$ cat config.mk
export PLATFORM = sky130hd
export DESIGN_NAME = ct_vfmau_lza_lane_seq
export DESIGN_NICKNAME = d
export VERILOG_FILES = /design/src/rtl/ct_vfmau_lza_lane_seq.sv
export SDC_FILE = /design/constraint.sdc
export NUM_CORES = 1
export LEC_CHECK = 0
export CORE_MARGIN = 2
export CORE_UTILIZATION = 45
export CTS_BUF_LIST = sky130_fd_sc_hd__clkbuf_4
export DETAILED_ROUTE_END_ITERATION = 10
export PLACE_DENSITY = 0.79
export SYNTH_ARGS = -nofsm -noshare
export SYNTH_HDL_FRONTEND = slang
export SYNTH_SLANG_ARGS = --single-unit
$ cat constraint.sdc
create_clock -name forever_cpuclk -period 2.27 [get_ports forever_cpuclk]
set_input_delay 0.681 -clock forever_cpuclk [delete_from_list [all_inputs] [get_ports forever_cpuclk]]
set_output_delay 0.681 -clock forever_cpuclk [all_outputs]
set_load 0.02 [all_outputs]
$ cat src/rtl/ct_vfmau_lza_lane_seq.sv
// Lane sequencer that time-shares one LZA across the SIMD lanes of a vector
// FMA normalisation request, active lanes lowest first, one per cycle.
module ct_vfmau_lza_lane_seq #(
  parameter int LANES = 4,
  parameter int OPW   = 24,
  parameter int RW    = 5
) (
  input  logic                   forever_cpuclk,
  input  logic                   cpurst_b,
  input  logic                   flush,
  input  logic                   req_vld,
  output logic                   req_rdy,
  input  logic [LANES*OPW-1:0]   req_summand,
  input  logic [LANES*OPW-1:0]   req_addend,
  input  logic [LANES-1:0]       req_sub,
  input  logic [LANES-1:0]       req_mask,
  output logic [OPW-1:0]         lza_summand,
  output logic [OPW-1:0]         lza_addend,
  output logic                   lza_sub_vld,
  input  logic [RW-1:0]          lza_result,
  input  logic                   lza_result_zero,
  output logic                   rsp_vld,
  input  logic                   rsp_rdy,
  output logic [LANES*RW-1:0]    rsp_lza,
  output logic [LANES-1:0]       rsp_zero,
  output logic [LANES-1:0]       rsp_mask,
  output logic                   busy
);

  localparam int PW = (LANES > 1) ? $clog2(LANES) : 1;

  typedef enum logic [1:0] {IDLE, RUN, DONE} state_t;

  state_t               state_reg, state_next;
  logic [LANES*OPW-1:0] summand_reg, addend_reg;
  logic [LANES-1:0]     sub_reg, mask_reg, zero_reg;
  logic [LANES*RW-1:0]  lza_reg;
  logic [PW-1:0]        ptr_reg, ptr_next, first_ptr, after_ptr;
  logic                 has_after, accept;
  logic [OPW-1:0]       summand_lane [LANES];
  logic [OPW-1:0]       addend_lane  [LANES];

  genvar gi;
  generate
    for (gi = 0; gi < LANES; gi++) begin : g_lane
      assign summand_lane[gi] = summand_reg[gi*OPW +: OPW];
      assign addend_lane[gi]  = addend_reg[gi*OPW +: OPW];
    end
  endgenerate

  // Lowest set bit of the incoming mask: the first lane to evaluate.
  always_comb begin
    first_ptr = '0;
    for (int i = LANES - 1; i >= 0; i--) begin
      if (req_mask[i]) first_ptr = PW'(i);
    end
  end

  // Next active lane strictly above the current one; inactive lanes are skipped.
  always_comb begin
    after_ptr = '0;
    has_after = 1'b0;
    for (int i = LANES - 1; i >= 0; i--) begin
      if (mask_reg[i] && (i > int'(ptr_reg))) begin
        after_ptr = PW'(i);
        has_after = 1'b1;
      end
    end
  end

  assign req_rdy = !flush && ((state_reg == IDLE) || ((state_reg == DONE) && rsp_rdy));
  assign accept  = req_vld && req_rdy;

  always_comb begin
    state_next = state_reg;
    ptr_next   = ptr_reg;
    if (flush) begin
      state_next = IDLE;
    end else if (accept) begin
      state_next = (req_mask != '0) ? RUN : DONE;
      ptr_next   = first_ptr;
    end else begin
      case (state_reg)
        RUN: begin
          if (has_after) ptr_next = after_ptr;
          else           state_next = DONE;
        end
        DONE: begin
          if (rsp_rdy) state_next = IDLE;
        end
        default: ;
      endcase
    end
  end

  always_ff @(posedge forever_cpuclk or negedge cpurst_b) begin
    if (!cpurst_b) begin
      state_reg   <= IDLE;
      ptr_reg     <= '0;
      summand_reg <= '0;
      addend_reg  <= '0;
      sub_reg     <= '0;
      mask_reg    <= '0;
      lza_reg     <= '0;
      zero_reg    <= '0;
    end else begin
      state_reg <= state_next;
      ptr_reg   <= ptr_next;
      if (accept) begin
        summand_reg <= req_summand;
        addend_reg  <= req_addend;
        sub_reg     <= req_sub;
        mask_reg    <= req_mask;
        lza_reg     <= '0;
        zero_reg    <= '0;
      end else if ((state_reg == RUN) && !flush) begin
        lza_reg[ptr_reg*RW +: RW] <= lza_result;
        zero_reg[ptr_reg]         <= lza_result_zero;
      end
    end
  end

  // LZA operands come only from captured state, never straight from req_*.
  always_comb begin
    lza_summand = '0;
    lza_addend  = '0;
    lza_sub_vld = 1'b0;
    if (state_reg == RUN) begin
      lza_summand = summand_lane[ptr_reg];
      lza_addend  = addend_lane[ptr_reg];
      lza_sub_vld = sub_reg[ptr_reg];
    end
  end

  assign rsp_vld  = (state_reg == DONE);
  assign rsp_lza  = lza_reg;
  assign rsp_zero = zero_reg;
  assign rsp_mask = mask_reg;
  assign busy     = (state_reg != IDLE);

endmodule

==> flow_summary.json <==
{
  "status": "finished with violations",
  "violations": "negative setup slack",
  "clock_latency_ns": 0.66,
  "numCtsBuffers": 59,
  "wl_per_cell_um": 19.6,
  "synthToLayoutAreaGrowth_pct": 46.3,
  "min_from": "addend_reg[90]",
  "holdPathStages": 1,
  "cts_tree": "done",
  "antenna_found_initial": 4,
  "ys_ff_latch": 228,
  "synth_top_area_share_pct": 55.5,
  "drtIter0Drc": 210,
  "grtUsageMet2_pct": 35.6,
  "grt_pass1_wl_um": 41900,
  "globalplace.congestion": 0.791,
  "rows": 55,
  "netlist_area_mm2": 0.0103,
  "worst_slew_pin_slew_ns": 0.502,
  "criticalPathCategory": "reg -> out",
  "cp-start-kind": "flip-flop",
  "worstPathMaxFanout": 9,
  "finalCritPeriodShare_pct": 129,
  "n_fill_cell": 1625,
  "reg2reg_slack_ns": 0.08,
  "grt_pass1_vias": 7750,
  "path_clk_slew_ns": 0.06,
  "cp.required_ns": 1.59,
  "async_reset_ff_share_pct": 100,
  "hold_path_class": "reg -> reg",
  "drive_above_1_share_pct": 46.8,
  "initial_core_util_pct": 45.6,
  "cp-end-kind": "primary output",
  "hold_viol": 0,
  "grt_max_degree": 63,
  "synth_warnings": 0,
  "swShare_pct": 28.1,
  "critPathBufInv": 3,
  "ios": 291,
  "fin_skew_ns": 0.0293,
  "pwr-share-clk_pct": 25.2,
  "grt_usage_pct": 22.2,
  "peakVddDrop_uv": 569,
  "path_cells": "buf_12, buf_16, mux4_2, nor2b_1, buf_4",
  "p_int_uw": 9780,
  "yosys-top-cells-area": "dfrtp_1 56%, mux2_2 22%, mux4_2 11%",
  "combPwrFrac_pct": 34.2,
  "busiest_layer": "met2",
  "pwr-share-seq_pct": 40.6,
  "clockBufferDepth": 3,
  "synthFlopType": "dfrtp_1",
  "synth_edf_count": 0,
  "detail-route-antenna-nets": 0,
  "vias": 7108,
  "netlist_instances": 663,
  "rsz0062_at_grt": "true",
  "routed_wl_um": 26700,
  "p_per_area_mw_per_mm2": 906,
  "layout_setup_ws_ns": -0.662,
  "die_w_um": 155,
  "fin_crit_ns": 2.93,
  "multiInputGateArea_mm2": 0.00454,
  "reg2reg_to": "rsp_lza[18]",
  "drv_slew": 0,
  "portBuffers": 290,
  "die_area_mm2": 0.0241,
  "critPathTopFamily": "multiplexers",
  "avgSynthCellArea_um2": 15.5,
  "cellLeakagePower_uw": 0.00643,
  "yosysSeqAreaShare_pct": 55.5,
  "globalRouteMet3Util_pct": 6.13,
  "dpl_cell_area_mm2": 0.0139,
  "fin_area_mm2": 0.0150,
  "r2r_start": "ptr_reg[0]",
  "drc": 0,
  "slew_headroom_pct": 66.5,
  "cts_max_level": 2,
  "synth_cell_types": 39,
  "timing.fmax_mhz": 341,
  "worstPathArrival_ns": 2.25,
  "hold_end": "addend_reg[90]",
  "yosys.area.top_type": "dfrtp_1",
  "seq_area_mm2": 0.00571,
  "fin_nets": 1254,
  "setup_violations": 50,
  "max-cap-violations": 0,
  "cp_num_cells": 5,
  "synth_nets": 882,
  "dp_slack_ns": -0.642,
  "first_pass_iters": 6,
  "core_area_mm2": 0.0225,
  "net-switching-power_uw": 3830,
  "worst_path_largest_cell_delay_ns": 0.49,
  "fp.dieH_um": 155,
  "cts-root-buf": "clkbuf_4",
  "worst_r2r_path_depth": 9,
  "cpMaxStageDelayCell": "mux4_2",
  "cts.sinks": 228,
  "met1_usage_pct": 28.3,
  "grt_overflow_total": 0,
  "hpwl_um": 18200,
  "routed_via_density": 5.21
}
-- cell usage in the layout, fill, tap and decap left out, types with 12 or more instances in the layout --
master,instances
dlygate4sd2_1,29
dfrtp_1,226
nand2_1,13
nor2b_4,22
nor2b_1,28
buf_12,19
clkdlybuf4s50_1,208
buf_4,53
buf_6,27
a22o_1,12
mux4_2,49
clkbuf_4,89
mux2_2,199
-- how the worst max path moves through the flow --
stage	from	slack [ns]	endpoint
global route	ptr_reg[0]	-0.77	lza_addend[15]
detailed placement	rsp_rdy	-0.64	req_rdy
finish	ptr_reg[0]	-0.66	lza_addend[20]
global placement	rsp_rdy	-0.56	req_rdy
floorplan	ptr_reg[1]	0.05	rsp_lza[10]
CTS	ptr_reg[0]	-0.73	lza_summand[10]
-- synthesized netlist by cell type (3+ instances only) --
library cell	number
mux2_2	199
a21oi_1	9
clkbuf_1	13
nand2b_1	3
a22o_2	3
dfrtp_1	228
a32o_1	3
inv_1	5
nor2b_1	51
nand3_1	4
nand2_1	13
mux4_2	49
ha_1	8
buf_4	10
a22o_1	12
buf_2	20
nor2_1	8
-- power groups by stage --
stage	clock, uW	sequential [uW]	combinational [uW]
final	3430	5520	4660
after CTS	3550	5520	4530
after global placement	0	5540	4020
after detailed placement	0	5590	4100
after global routing	3800	5650	4960
after floorplan	0	5440	2710
-- cells by family after synthesis --
kind of cell / count (synthesis) / synth area share, %
muxes: 249 / 32.7
DFF: 228 / 55.5
and+or+nand+nor: 89 / 5.18
buffers and inverters: 49 / 2.47
AOI/OAI and AO/OA: 40 / 3.17
adders and majority gates: 8 / 0.974
-- per-stage QoR --
step	utilization (%)	instances	hold slack, ns	setup TNS [ns]	power, uW
final	66.8	1365	0.496	-29.92	13600
after CTS	65.7	1359	0.496	-32.89	13600
after global routing	66.8	1365	0.514	-35.38	14400
after detailed placement	61.7	1244	0.483	-113.43	9700
after floorplan	-	663	0.385	0	8150
after global placement	61.7	1244	0.467	-110.44	9570
-- timing repair --
action                                  4_1_cts  5_1_grt
endpoints found under the setup margin       87       68
hold buffers                                  1        0
hold endpoints to repair                     54        0
pin swaps                                     4        5
buffers inserted                              8        6
gates cloned                                  5        0
gates resized for setup                     306       68
-- final cells by class --
cell class | instances | area share (%)
Tap cell | 285 | 2.37
Clock inverter | 14 | 0.416
Clock buffer | 89 | 4.45
Inverter | 5 | 0.125
Antenna cell | 3 | 0.0500
Sequential cell | 228 | 38.0
Timing Repair Buffer | 355 | 24.4
Multi-Input combinational cell | 386 | 30.2
-- routing by layer --
metal,share of wire (%),wire [um],up-vias
li1,-,-,3210
met1,41,10900,3584
met2,49,13100,246
met3,6.4,1720,66
met4,3.7,995,2
met5,0.049,13,-
No activity file was read; power rests on OpenSTA's default activity.
